## src/rtl/fetch_unit.sv

```systemverilog
`default_nettype none
// ============================================================================
//  Module      : fetch_unit
//  Description : Instruction fetch stage. Owns the fetch PC, issues word
//                requests to instruction memory over a valid/ready channel,
//                accepts in-order responses, and buffers {pc, instr} pairs
//                toward decode. Redirects flush the buffer and discard any
//                responses still in flight.
//  Ports       : clk, rst_n            clock / async active-low reset
//                imem_req_*            request channel (valid/ready/addr)
//                imem_rsp_*            in-order response (valid/data)
//                redirect_valid/_pc    taken branch/jump restart
//                instr_valid/_ready    decode handshake
//                instr, instr_pc       buffer head word and its PC
//  Revision    : 1.0 - initial release
// ============================================================================
module fetch_unit #(
  parameter logic [31:0] RESET_PC = 32'h0000_0000,
  parameter int          DEPTH    = 2
) (
  input  logic        clk,
  input  logic        rst_n,
  output logic        imem_req_valid,
  input  logic        imem_req_ready,
  output logic [31:0] imem_req_addr,
  input  logic        imem_rsp_valid,
  input  logic [31:0] imem_rsp_data,
  input  logic        redirect_valid,
  input  logic [31:0] redirect_pc,
  output logic        instr_valid,
  input  logic        instr_ready,
  output logic [31:0] instr,
  output logic [31:0] instr_pc
);

  localparam int CW = $clog2(DEPTH + 1);  // counter width
  localparam int PW = $clog2(DEPTH);      // buffer pointer width (DEPTH >= 2)
  localparam int SW = CW + 1;             // width of outstanding + count sum

  logic [31:0]   fetch_pc;
  logic [31:0]   rsp_pc;
  logic [CW-1:0] outstanding;
  logic [CW-1:0] drop;
  logic [CW-1:0] count;
  logic [PW-1:0] head;
  logic [PW-1:0] tail;
  logic [31:0]   buf_data [DEPTH];
  logic [31:0]   buf_pc   [DEPTH];

  logic          deq;
  logic          accept;
  logic          enq;
  logic [SW-1:0] credit_used;
  logic [31:0]   redirect_aligned;
  logic          unused_redirect_lsbs;

  function automatic logic [PW-1:0] ptr_inc(input logic [PW-1:0] p);
    if (p == PW'(DEPTH - 1)) return '0;
    else                     return p + PW'(1);
  endfunction

  assign redirect_aligned     = {redirect_pc[31:2], 2'b00};
  assign unused_redirect_lsbs = ^redirect_pc[1:0];

  assign instr_valid = (count != '0);
  assign deq         = instr_valid & instr_ready;

  // Every slot is either buffered or reserved by an in-flight request, so the
  // buffer cannot overflow as long as this sum stays below DEPTH. A pop this
  // cycle frees a slot early, which is what sustains one word per cycle.
  assign credit_used    = SW'(outstanding) + SW'(count) - SW'(deq);
  // rst_n gating keeps the request quiet while reset is held.
  assign imem_req_valid = rst_n & ~redirect_valid & (credit_used < SW'(DEPTH));
  assign imem_req_addr  = fetch_pc;
  assign accept         = imem_req_valid & imem_req_ready;

  // Responses are enqueued only when not owed to a pre-redirect request and
  // not arriving in a redirect cycle.
  assign enq = imem_rsp_valid & ~redirect_valid & (drop == '0);

  assign instr    = instr_valid ? buf_data[head] : '0;
  assign instr_pc = instr_valid ? buf_pc[head]   : '0;

  always_ff @(posedge clk or negedge rst_n) begin
    if (!rst_n) begin
      fetch_pc    <= RESET_PC;
      rsp_pc      <= RESET_PC;
      outstanding <= '0;
      drop        <= '0;
      count       <= '0;
      head        <= '0;
      tail        <= '0;
    end else if (redirect_valid) begin
      fetch_pc    <= redirect_aligned;
      rsp_pc      <= redirect_aligned;
      count       <= '0;
      head        <= '0;
      tail        <= '0;
      // No request issues in a redirect cycle; everything still in flight
      // after this cycle's response belongs to the old path.
      outstanding <= outstanding - CW'(imem_rsp_valid);
      drop        <= outstanding - CW'(imem_rsp_valid);
    end else begin
      if (accept) begin
        fetch_pc <= fetch_pc + 32'd4;
      end
      outstanding <= outstanding + CW'(accept) - CW'(imem_rsp_valid);
      if (imem_rsp_valid && (drop != '0)) begin
        drop <= drop - CW'(1);
      end
      if (enq) begin
        rsp_pc <= rsp_pc + 32'd4;
        tail   <= ptr_inc(tail);
      end
      if (deq) begin
        head <= ptr_inc(head);
      end
      count <= count + CW'(enq) - CW'(deq);
    end
  end

  // Storage needs no reset: entries are only visible through count.
  always_ff @(posedge clk) begin
    if (enq) begin
      buf_data[tail] <= imem_rsp_data;
      buf_pc[tail]   <= rsp_pc;
    end
  end

endmodule
`default_nettype wire
```

## config.mk

```make
export PLATFORM = sky130hd
export DESIGN_NAME = fetch_unit
export DESIGN_NICKNAME = d
export VERILOG_FILES = /design/src/rtl/fetch_unit.sv
export SDC_FILE = /design/constraint.sdc
export NUM_CORES = 1
export LEC_CHECK = 0
export ABC_AREA = 1
export CAP_MARGIN = 10
export CELL_PAD_IN_SITES_DETAIL_PLACEMENT = 1
export CELL_PAD_IN_SITES_GLOBAL_PLACEMENT = 2
export CORE_MARGIN = 5
export CORE_UTILIZATION = 32
export CTS_BUF_LIST = sky130_fd_sc_hd__clkbuf_4 sky130_fd_sc_hd__clkbuf_8 sky130_fd_sc_hd__clkbuf_16
export DETAILED_ROUTE_END_ITERATION = 8
export PLACE_DENSITY_LB_ADDON = 0.08
export SYNTH_ARGS = -nofsm -noshare
export SYNTH_HDL_FRONTEND = slang
export SYNTH_SLANG_ARGS = --single-unit
export TNS_END_PERCENT = 20
```

## constraint.sdc

```tcl
create_clock -name clk -period 5.1 [get_ports clk]
set_input_delay 1.275 -clock clk [delete_from_list [all_inputs] [get_ports clk]]
set_output_delay 1.275 -clock clk [all_outputs]
set_load 0.03 [all_outputs]
```

Word-level counts from Yosys, hierarchy flattened

Memories as Yosys holds them, arrays and structs flattened.
Cells that the tools add are included.

Bitwise logic cells: 7
Add/subtract/negate cells: 12
Mux-type cells: 18
Reductions and logical operators: 8
$lt $le $gt $ge: 1

Operators with widths:

| kind                  | number |
|---|---|
| $mux 32               | 6 |
| $add 32x3->32 const B | 2 |
| $reduce_bool 2->1     | 6 |
| $mux 1                | 8 |
| $mux 2                | 4 |
| $and 1x1->1           | 6 |
| $sub 2x1->2           | 3 |
| $add 2x1->2           | 2 |
| $add 2x2->3           | 1 |
| $lt 3x2->1 const B    | 1 |
| $sub 3x1->3           | 1 |
| $add 1x1->1 const B   | 2 |
| $logic_not 2->1       | 1 |
| $sub 2x1->2 const B   | 1 |
| $logic_and 1x1->1     | 1 |
| $not 1->1             | 1 |

Bits of input ports: 70
RAM bits: 128
Bits in registers: 72
Memories: 2

Memories:

| name     | depth | width | read ports | clocked after memory_dff | write ports | line | RTL |
|---|---|---|---|---|---|---|---|
| buf_data | 2     | 32    | 1          | 0                        | 1           | 47   | `logic [31:0] buf_data [DEPTH];` |
| buf_pc   | 2     | 32    | 1          | 0                        | 1           | 48   | `logic [31:0] buf_pc [DEPTH];` |

Longest topological paths before layout

Depth in word-level cells: 9
Gate-level depth with buffers: 18
Mapped depth without buffers: 17

Least setup slack after synthesis

OpenSTA, ideal clock, no wires.

Kind: input to register
Start point: input imem_rsp_valid
End point: memory buf_data[0][0], enable pin
Stages: 4
Data required time: 4617 ps
Setup slack: 342 ps
Data arrival time: 4275 ps
Buffers on the path: 0
Path through: nand2_1 -> nor2_1 -> inv_2 -> nor2_1

Cells in the longest elaborated chain, start to end: 4

Ends and longest elaborated chain:

| item                         | line | RTL |
|---|---|---|
| start, declared              | 26   | `input logic imem_rsp_valid,` |
| $and 1x1->1 (2 in series)    | 79   | `assign enq = imem_rsp_valid & ~redirect_valid & (drop == '0);` |
| $mux 1                       | 124  | `if (enq) begin` |
| $mux 1 (not written as such) | 125  | `buf_data[tail] <= imem_rsp_data;` |
| end, declared                | 47   |  |

Every way passes these cells.

Final worst setup path

Start point: input instr_ready
End point: output imem_req_valid

Cells in the longest elaborated chain, start to end: 4

Ends and longest elaborated chain:

| item            | line | RTL |
|---|---|---|
| start, declared | 31   | `input logic instr_ready,` |
| $and 1x1->1     | 66   | `assign deq = instr_valid & instr_ready;` |
| $sub 3x1->3     | 71   | `assign credit_used = SW'(outstanding) + SW'(count) - SW'(deq);` |
| $lt 3x2->1      | 73   | `assign imem_req_valid = rst_n & ~redirect_valid & (credit_used < SW'(DEPTH));` |
| $and 1x1->1     | 73   |  |
| end, declared   | 23   | `output logic imem_req_valid,` |

Every way passes these cells.

==> results.yml <==
finish:
  layout-drive-gt1-share_pct: 7.39
  nets: 1271
  layout-area-overhead-vs-synth_pct: 28.2
  fin_util_pct: 41.8
  final_cell_area_um2: 12100
  num_antenna_cells: 0
routing:
  wirelength_um: 27200
  wl_per_cell_um: 17.1
  drt_iter0_drc: 295
  antenna_left: 0
  dr.pass1.iters: 6
  vias: 7399
  via_per_inst: 4.66
  drc: 0
power:
  finalPower_w: 0.00569
  peakVddDrop_mv: 0.213
  p_per_area_nw_per_um2: 471
  power_switching_w: 0.00234
  swShare_pct: 41.1
  p_int_w: 0.00335
  cellLeakagePower_nw: 4.74
  p_comb_share_pct: 38.1
  power_frac_clock_pct: 24.6
  seq_power_share_pct: 37.3
cts:
  clockRootBuffer: "clkbuf_16"
  post_cts_resized: 0
  cts_max_level: 4
  clk_latency_ns: 0.45
  cts_buffers: 17
  clock_path_buffers: 2
  clkTransAtPathRegs_ns: 0.07
  cts_tree: "built"
  post_cts_buffers: 0
  cts_hold_buf: 0
  cts.sinks: 192
global_routing:
  grt_overflow_total: 0
  met1_usage_pct: 22.9
  grt_use_total_pct: 16.5
  grt_pass1_wl_um: 42800
  met2_usage_pct: 27.5
  antenna_found_initial: 0
  grt_pass1_vias: 7606
  grt.busiest_layer: "met2"
  use_met3_pct: 2.92
  grt_max_degree: 63
setup_path:
  startpoint_type: "input port"
  worstPathRequired_ns: 3.83
  ff2ff_setup_slack_ns: 2.17
  worstReg2RegEnd: "outstanding[1]"
  reg2reg_depth: 18
  regToRegStartpoint: "count[1]"
  critical_path_arrival_ns: 3.10
  cp-end-kind: "output port"
  critPathKind: "in -> out"
  path_max_fanout: 3
floorplanning:
  die_y_um: 182
  rows: 62
  dieArea_um2: 32900
  pin_count: 168
  start_util_pct: 32.6
  core_um2: 28900
  fp.dieW_um: 182
sta:
  fmaxAchievable_mhz: 229
  worst_pin_slew_ns: 0.853
  fin_crit_sh_pct: 85.8
  worst_clock_skew_ns: 0.0198
  period_needed_ns: 4.37
  fin_tns_setup_ns: 0
  hold_viol: 0
  drv_slew: 0
  holdWs_ns: 0.536
  setup_viol: 0
  rsz0062_at_grt: "false"
  slew_headroom_pct: 43.1
synthesis:
  synthArstFlopShare_pct: 35.4
  netlist_area_um2: 9410
  synth_warnings: 0
  synthCells: 1034
  synth_cell_types: 38
  synth_edf_count: 124
  yosys_register_bits: 192
  synth_area_per_cell_um2: 9.10
  dominantRegCellSynth: "edfxtp_1"
  synth-seq-area-share_pct: 57.6
min_path:
  hold_path.class: "reg -> reg"
  min_from: "rsp_pc[18]"
  holdPathEnd: "buf_pc[1][18]"
  worstHoldPathCells: 0
flow_run:
  drv_cap: 0
place:
  gp_congestion: 0.745
  placed_cell_area_um2: 11500
  dp_hpwl_um: 19200
  portBuffers: 161
outcome:
  outcome: "complete, no violations"
[synth_stat cells, types with 5 or more instances]
library cell / instances / area share [%]
o211ai_1: 17 / 1.4
ha_1: 9 / 1.2
nand4_1: 9 / 0.60
nor2_4: 10 / 1.2
a21oi_1: 72 / 3.8
nor2_1: 78 / 3.1
nand3_2: 7 / 0.74
nand3_1: 68 / 3.6
o21ai_0: 24 / 1.3
nor2_2: 6 / 0.40
dfrtp_1: 68 / 18
buf_2: 10 / 0.53
xor2_1: 25 / 2.3
nand2_1: 342 / 14
clkbuf_1: 20 / 0.80
edfxtp_1: 124 / 40
buf_4: 6 / 0.48
nor3_1: 5 / 0.27
inv_1: 90 / 3.6
nand2_2: 5 / 0.33
o21bai_1: 11 / 0.88
[placed cells by master, fill, tap and decap left out, drive strengths merged, types with 4 or more instances in the layout]
cell type / n
nand2: 349
clkbuf: 17
o21ai: 25
nand4: 9
inv: 103
nand3: 75
ha: 9
a21oi: 74
nor3: 6
o21bai: 11
dfrtp: 68
nor2: 94
clkdlybuf4s50: 159
edfxtp: 124
buf: 14
o211ai: 17
xor2: 25
conb: 4
clkinv: 7
[how the worst max path moves through the flow]
stage	from	endpoint	depth (start not counted)
floorplan	imem_rsp_valid	buf_data[0][0]	4
global placement	instr_ready	imem_req_valid	12
detailed placement	instr_ready	imem_req_valid	12
CTS	instr_ready	imem_req_valid	12
global route	instr_ready	imem_req_valid	12
finish	instr_ready	imem_req_valid	12
[kinds of logic (layout without fill, tap and decap cells)]
logic type | count (synthesis) | count (layout) | share of synthesized area [%]
compound gates | 133 | 133 | 8.04
xor+xnor | 28 | 28 | 2.61
fa+ha+maj | 10 | 10 | 1.41
buf+inv | 133 | 300 | 5.75
flops | 192 | 192 | 57.6
other cells | 1 | 4 | 0.0398
simple gates | 537 | 537 | 24.5
[state kept, by name, indices dropped and copies added (netlist names)]
signal and count:
count 2, drop 2, head 1, outstanding 2, buf_data 64, tail 1, imem_req_addr 30, buf_pc 60
rsp_pc 30
[power by group through the flow]
stage	sequential (W)	combinational, W	clock [W]
floorplan	0.00219	0.00124	0
global placement	0.00215	0.00219	0
detailed placement	0.00216	0.00221	0
CTS	0.00213	0.00222	0.00144
global route	0.00216	0.00237	0.00151
finish	0.00212	0.00217	0.00140
[area by class of cell]
cell class / count / area (µm²)
Sequential cell: 192 / 5430
Timing Repair Buffer: 173 / 1710
Clock inverter: 15 / 195
Clock buffer: 17 / 425
Multi-Input combinational cell: 712 / 3480
Fill cell: 3365 / 16800
Tap cell: 384 / 480
Inverter: 95 / 357
[through the flow]
stage          worst slack (ns)  instances
2_1_floorplan             0.342       1037
3_3_place_gp              0.706       1556
3_5_place_dp              0.712       1556
4_1_cts                   0.698       1588
5_1_grt                   0.529       1588
6_report                  0.727       1588
[routing by layer]
metal  part of all wire [%]  wire [µm]
met5                      0          0
met4                   0.84        229
met3                    3.0        815
met2                     47      12700
met1                     50      13500
[critical path, cell delays in order]
cell and delay [ns]:
clkdlybuf4s50_1 0.47, nand2_1 0.08, inv_1 0.09, nand2_1 0.06, o21ai_0 0.08, nand2_1 0.08
fa_1 0.48, nand2_1 0.05, nor2_1 0.17, nand2_1 0.07, inv_1 0.06, buf_4 0.15
No activity file was read; power rests on OpenSTA's default activity.
